<file path="src/rtl/score_sequencer.sv">
// -----------------------------------------------------------------------------
// score_sequencer
//   Game-side controller for a 4-digit seven-segment score display. Keeps the
//   live score and the best score as packed 4-digit BCD, and sequences what the
//   display shows:
//     IDLE  - best score
//     PLAY  - live score, playing=1
//     FLASH - final score with the whole display blinking, then back to IDLE
//             (best score is updated on the way out if beaten).
//   Every output is registered from the current state, so a pulse sampled on
//   edge N is visible on the outputs after edge N+1.
//
// Parameters
//   FLASH_TICKS  clk cycles per blink half-period in FLASH (>=1)
//   FLASH_COUNT  full blink cycles (dark+lit) before returning to IDLE (>=1)
//
// Ports
//   clk        in   system clock, posedge
//   rst        in   synchronous reset, active-high
//   start      in   1-cycle pulse, begin a new game (IDLE only)
//   score_inc  in   1-cycle pulse, add 1 to the live score (PLAY only)
//   game_over  in   1-cycle pulse, end the current game (PLAY only)
//   digit3..0  out  BCD digits, digit3 = thousands (leftmost)
//   blank      out  per-digit blank, bit i darkens digit i
//   playing    out  high while in PLAY
//
// Build option
//   LEADING_ZERO_BLANK_EN : when defined, leading zero digits are blanked in
//   IDLE/PLAY and in the lit half of FLASH (units digit is never blanked).
//   When undefined, all four digits are lit except during FLASH dark halves.
// -----------------------------------------------------------------------------
module score_sequencer #(
  parameter int FLASH_TICKS = 25_000_000,
  parameter int FLASH_COUNT = 3
) (
  input  logic       clk,
  input  logic       rst,
  input  logic       start,
  input  logic       score_inc,
  input  logic       game_over,
  output logic [3:0] digit3,
  output logic [3:0] digit2,
  output logic [3:0] digit1,
  output logic [3:0] digit0,
  output logic [3:0] blank,
  output logic       playing
);

  localparam int NUM_DIGITS = 4;
  localparam int TICK_W     = $clog2(FLASH_TICKS + 1);
  localparam int HALF_W     = $clog2(2 * FLASH_COUNT + 1);
  localparam logic [TICK_W-1:0] TICK_LAST = TICK_W'(FLASH_TICKS - 1);
  localparam logic [HALF_W-1:0] HALF_LAST = HALF_W'(2 * FLASH_COUNT - 1);

  typedef enum logic [1:0] {
    S_IDLE  = 2'd0,
    S_PLAY  = 2'd1,
    S_FLASH = 2'd2
  } state_t;

  state_t                         state;
  logic [NUM_DIGITS-1:0][3:0]     score, best;
  logic [TICK_W-1:0]              tick_cnt;
  logic [HALF_W-1:0]              half_cnt;

  logic [NUM_DIGITS-1:0][3:0]     disp_q;
  logic [NUM_DIGITS-1:0]          blank_q;
  logic                           playing_q;

  // ---------------------------------------------------------------------------
  // BCD increment: ripple carry through the digits. A carry out of the top
  // digit means every digit was 9, in which case the score saturates.
  // ---------------------------------------------------------------------------
  logic [NUM_DIGITS-1:0][3:0]     score_plus1;
  logic [NUM_DIGITS-1:0][3:0]     score_next;
  logic [NUM_DIGITS:0]            carry;

  assign carry[0] = 1'b1;

  for (genvar i = 0; i < NUM_DIGITS; i++) begin : g_inc
    assign score_plus1[i] = !carry[i]          ? score[i] :
                            (score[i] == 4'd9) ? 4'd0     :
                                                 score[i] + 4'd1;
    assign carry[i+1]     = carry[i] & (score[i] == 4'd9);
  end

  assign score_next = carry[NUM_DIGITS] ? score : score_plus1;

  // ---------------------------------------------------------------------------
  // Value on the display for the current state, and the mask applied while
  // the display is "lit".
  // ---------------------------------------------------------------------------
  logic [NUM_DIGITS-1:0][3:0]     disp;
  logic [NUM_DIGITS-1:0]          lit_mask;
  logic                           flash_dark;

  assign disp       = (state == S_IDLE) ? best : score;
  // Even half-periods are dark, so the blink starts dark.
  assign flash_dark = (state == S_FLASH) && !half_cnt[0];

`ifdef LEADING_ZERO_BLANK_EN
  // lead[i] is set when digit i and every digit above it are zero.
  logic [NUM_DIGITS:1] lead;
  assign lead[NUM_DIGITS] = 1'b1;
  for (genvar i = NUM_DIGITS - 1; i >= 1; i--) begin : g_lz
    assign lead[i]     = lead[i+1] & (disp[i] == 4'd0);
    assign lit_mask[i] = lead[i];
  end
  assign lit_mask[0] = 1'b0;
`else
  assign lit_mask = '0;
`endif

  // ---------------------------------------------------------------------------
  // State, scores, flash counters and output registers.
  // ---------------------------------------------------------------------------
  always_ff @(posedge clk) begin
    if (rst) begin
      state     <= S_IDLE;
      score     <= '0;
      best      <= '0;
      tick_cnt  <= '0;
      half_cnt  <= '0;
      disp_q    <= '0;
      blank_q   <= '0;
      playing_q <= 1'b0;
    end else begin
      case (state)
        S_IDLE: begin
          // start wins over anything else arriving with it
          if (start) begin
            score <= '0;
            state <= S_PLAY;
          end
        end

        S_PLAY: begin
          // an increment coinciding with game_over still counts
          if (score_inc) score <= score_next;
          if (game_over) begin
            state    <= S_FLASH;
            tick_cnt <= '0;
            half_cnt <= '0;
          end
        end

        S_FLASH: begin
          if (tick_cnt == TICK_LAST) begin
            tick_cnt <= '0;
            if (half_cnt == HALF_LAST) begin
              half_cnt <= '0;
              state    <= S_IDLE;
              // packed BCD compares correctly as a plain binary value;
              // a tie keeps the existing best
              if (score > best) best <= score;
            end else begin
              half_cnt <= half_cnt + 1'b1;
            end
          end else begin
            tick_cnt <= tick_cnt + 1'b1;
          end
        end

        default: state <= S_IDLE;
      endcase

      disp_q    <= disp;
      blank_q   <= flash_dark ? '1 : lit_mask;
      playing_q <= (state == S_PLAY);
    end
  end

  assign digit3  = disp_q[3];
  assign digit2  = disp_q[2];
  assign digit1  = disp_q[1];
  assign digit0  = disp_q[0];
  assign blank   = blank_q;
  assign playing = playing_q;

endmodule

</file>
<file path="config.mk">
export PLATFORM = sky130hd
export DESIGN_NAME = score_sequencer
export DESIGN_NICKNAME = d
export VERILOG_FILES = /design/src/rtl/score_sequencer.sv
export SDC_FILE = /design/constraint.sdc
export NUM_CORES = 1
export LEC_CHECK = 0
export CAP_MARGIN = 10
export CORE_MARGIN = 2
export CORE_UTILIZATION = 35
export DETAILED_ROUTE_END_ITERATION = 16
export GPL_TIMING_DRIVEN = 1
export MAX_ROUTING_LAYER = met4
export PLACE_DENSITY_LB_ADDON = 0.15
export SLEW_MARGIN = 20
export SYNTH_ARGS = -nofsm -noshare
export SYNTH_HDL_FRONTEND = slang
export SYNTH_SLANG_ARGS = --single-unit
</file>
<file path="constraint.sdc">
create_clock -name clk -period 5.5 [get_ports clk]
set_input_delay 0.825 -clock clk [delete_from_list [all_inputs] [get_ports clk]]
set_output_delay 0.825 -clock clk [all_outputs]
set_load 0.01 [all_outputs]
</file>
==> flow_metrics.tcl <==
set metrics [dict create \
    r2r_end "tick_cnt[17]" \
    drt_first_pass_iters 4 \
    syn-num-nets 551 \
    cts_hold_buf 0 \
    async_flop_share_pct 0 \
    finalClockSkew_ns 0.00800 \
    drv_slew 0 \
    yosys.area.top_type "dfxtp_1" \
    worstRegToRegCells 5 \
    netlist-cell-type-count 60 \
    syn_inst 521 \
    powerDensity_nw_per_um2 280 \
    synth_flop_cell "dfxtp_1" \
    cp.arrival_ns 3.00 \
    n_fill_cell 1222 \
    post_cts_resized 0 \
    antenna_found_initial 0 \
    cts_tree "built" \
    cts_setup_buffers 0 \
    cp.required_ns 5.78 \
    path_depth 5 \
    fmax_ghz 0.367 \
    cts-buffers-inserted 9 \
    relSlewSlack_pct 37.0 \
    rsz0062_at_grt "no" \
    route.detailed.drc 0 \
    synth_seq_cells 80 \
    syn_area_um2 4340 \
    wl_um 10200 \
    io_pins 26 \
    worstReg2RegStart "state[1]" \
    whs_ns 0.452 \
    drive_gt1_share_pct 7.46 \
    pwr-share-comb_pct 6.3 \
    start_kind "flop" \
    tightestPinTransition_ns 0.943 \
    clkTransAtPathRegs_ns 0.06 \
    antenna_cells 0 \
    finalSetupViolCount 0 \
    min_path_type "reg2reg" \
    irDropWorstVdd_mv 0.177 \
    critPathMaxStageDelay_ns 0.84 \
    crit_path_max_fanout 28 \
    die_area_um2 13300 \
    track_usage_pct 17.2 \
    critPathTopFamily "simple AND/OR/NAND/NOR gates" \
    final_nets 562 \
    cts-htree-levels 3 \
    ys_top_cells_by_count "dfxtp_1 (80), nand2_1 (55), a21oi_1 (42)" \
    clk_latency_ns 0.35 \
    r2r_setup_slack_ns 2.78 \
    cts_max_path_buffers 2 \
    gp_congestion 0.775 \
    min_to "digit2[0]" \
    area_delta_synth_final_pct 16.0 \
    synth_top_area_share_pct 36.9 \
    synth_edf_count 0 \
    yosys-top-cells-area "dfxtp_1 (37%), ha_1 (7.2%), nand2b_1 (5.6%)" \
    seq_area_frac_synth_pct 36.9 \
    start_util_pct 36.0 \
    netSwitchingFraction_pct 22.0 \
    drtAntennaViolNets 0 \
    die_x_um 115 \
    cpMostUsedCell "a21oi_1" \
    drv_cap 0 \
    coreArea_um2 12100 \
    die_y_um 115 \
    p_clk_share_pct 51.8 \
    min_from "best[8]" \
    cp-end-kind "flop" \
    path_cells "and2b_1 > a21oi_1 > nor2b_1 > a21oi_1 > o21ai_0" \
    finalHoldViolations 0 \
    port_buffers 25 \
    grt.overflow.total 0 \
    first_global_vias 3551 \
    tns_ns 0 \
    avgSynthCellArea_um2 8.34 \
    critPathBufInv 0 \
    clock-sinks 80 \
    p_leak_uw 0.00183 \
    drt_iter0_markers 255 \
    yosysMostFrequentCell "dfxtp_1" \
    grt_pass1_wl_um 17200 \
    internal-power_uw 1100 \
    status "finished clean" \
    crit_type "reg2reg" \
    p_switching_uw 311 \
    place_hpwl_um 7040 \
    power_frac_seq_pct 42.0 \
    hold_path_depth 2 \
    p_total_uw 1410 \
    fin_crit_sh_pct 49.5 \
    grt_max_degree 43 \
    cts-root-buf "clkbuf_16" \
    row_count 40 \
    wl_per_cell_um 14.5 \
    drt-vias-per-instance 5.29 \
    period_needed_ns 2.72 \
    crit_path_top_delay_cell "dfxtp_1" \
    yosys_warnings 0 \
    vias 3721 \
]
metrics by stage:
step	worst slack, ns	utilization [%]	cell area [um^2]	instances
after detailed placement	2.66	38.8	4680	689
after global routing	2.40	41.8	5040	704
after floorplan	3.40	-	4340	521
after global placement	2.69	38.8	4680	689
final	2.78	41.8	5040	704
after CTS	2.75	41.8	5040	704
worst min-delay path: cells and delay by family (launching register included):
kind            cells  cell delay (ns)
simple gates        1             0.05
flops               1             0.31
compound gates      1             0.05
kinds of logic after synthesis:
group                      count (synthesis)  synth area share [%]
buffers and inverters                     57                  5.79
adders and majority gates                 25                  7.20
muxes                                     22                  5.19
and+or+nand+nor                          220                  28.3
AOI/OAI and AO/OA                        115                  16.2
xor gates and xnor gates                   2                 0.403
DFF                                       80                  36.9
sequential cells by signal (all words and copies together) (netlist names):
name,count
digit3,4
playing,1
score,16
tick_cnt,25
half_cnt,3
digit1,4
state,2
blank,1
best,16
digit0,4
digit2,4
metal layers:
metal,GRT usage (%),up-vias,routed length (um)
met4,9.16,0,197
met2,26.4,43,4760
met1,21.3,1776,4950
met5,-,-,0
met3,3.11,13,281
li1,-,1889,-
power groups by stage:
stage               Combinational [uW]  Clock [uW]  Sequential, uW
detailed placement                89.5           0             605
finish                            88.6         731             592
global route                       100         775             593
CTS                               90.1         752             592
global placement                  88.5           0             605
floorplan                         68.5           0             600
cells in the final DEF, fill, tap and decap left out, types with 6 or more instances in the layout:
cell	netlist	layout
nor2_1	18	18
o21ai_0	25	25
clkdlybuf4s50_1	0	24
a31oi_1	11	11
a21o_1	8	8
nor2b_1	7	7
clkbuf_16	0	9
nand3_1	17	17
or4_1	10	10
or3_1	6	6
ha_1	25	25
nand2b_1	39	39
nor3_1	17	17
a21oi_1	42	42
inv_1	28	28
nand2_1	55	55
dfxtp_1	80	80
nor4_1	9	9
nand4_1	11	11
mux2i_1	18	18
worst max-delay path by stage:
stage              start            to  slack (ns)
2_1_floorplan   best[15]       best[0]        3.40
3_3_place_gp   game_over   tick_cnt[6]        2.69
3_5_place_dp   game_over  tick_cnt[17]        2.66
4_1_cts         state[1]  tick_cnt[17]        2.75
6_report        state[1]  tick_cnt[17]        2.78
5_1_grt         state[1]  tick_cnt[24]        2.40
layout make-up:
class                   instances  area [um^2]  area share (%)
inverters                      28          105            2.09
flip-flops and latches         80         1600            31.8
clock buffers                   9          225            4.47
clock inverters                 6          133            2.63
multi-input cells             384         2490            49.4
well taps                     168          210            4.17
repair buffers                 29          275            5.46
No activity file was read; power rests on OpenSTA's default activity.
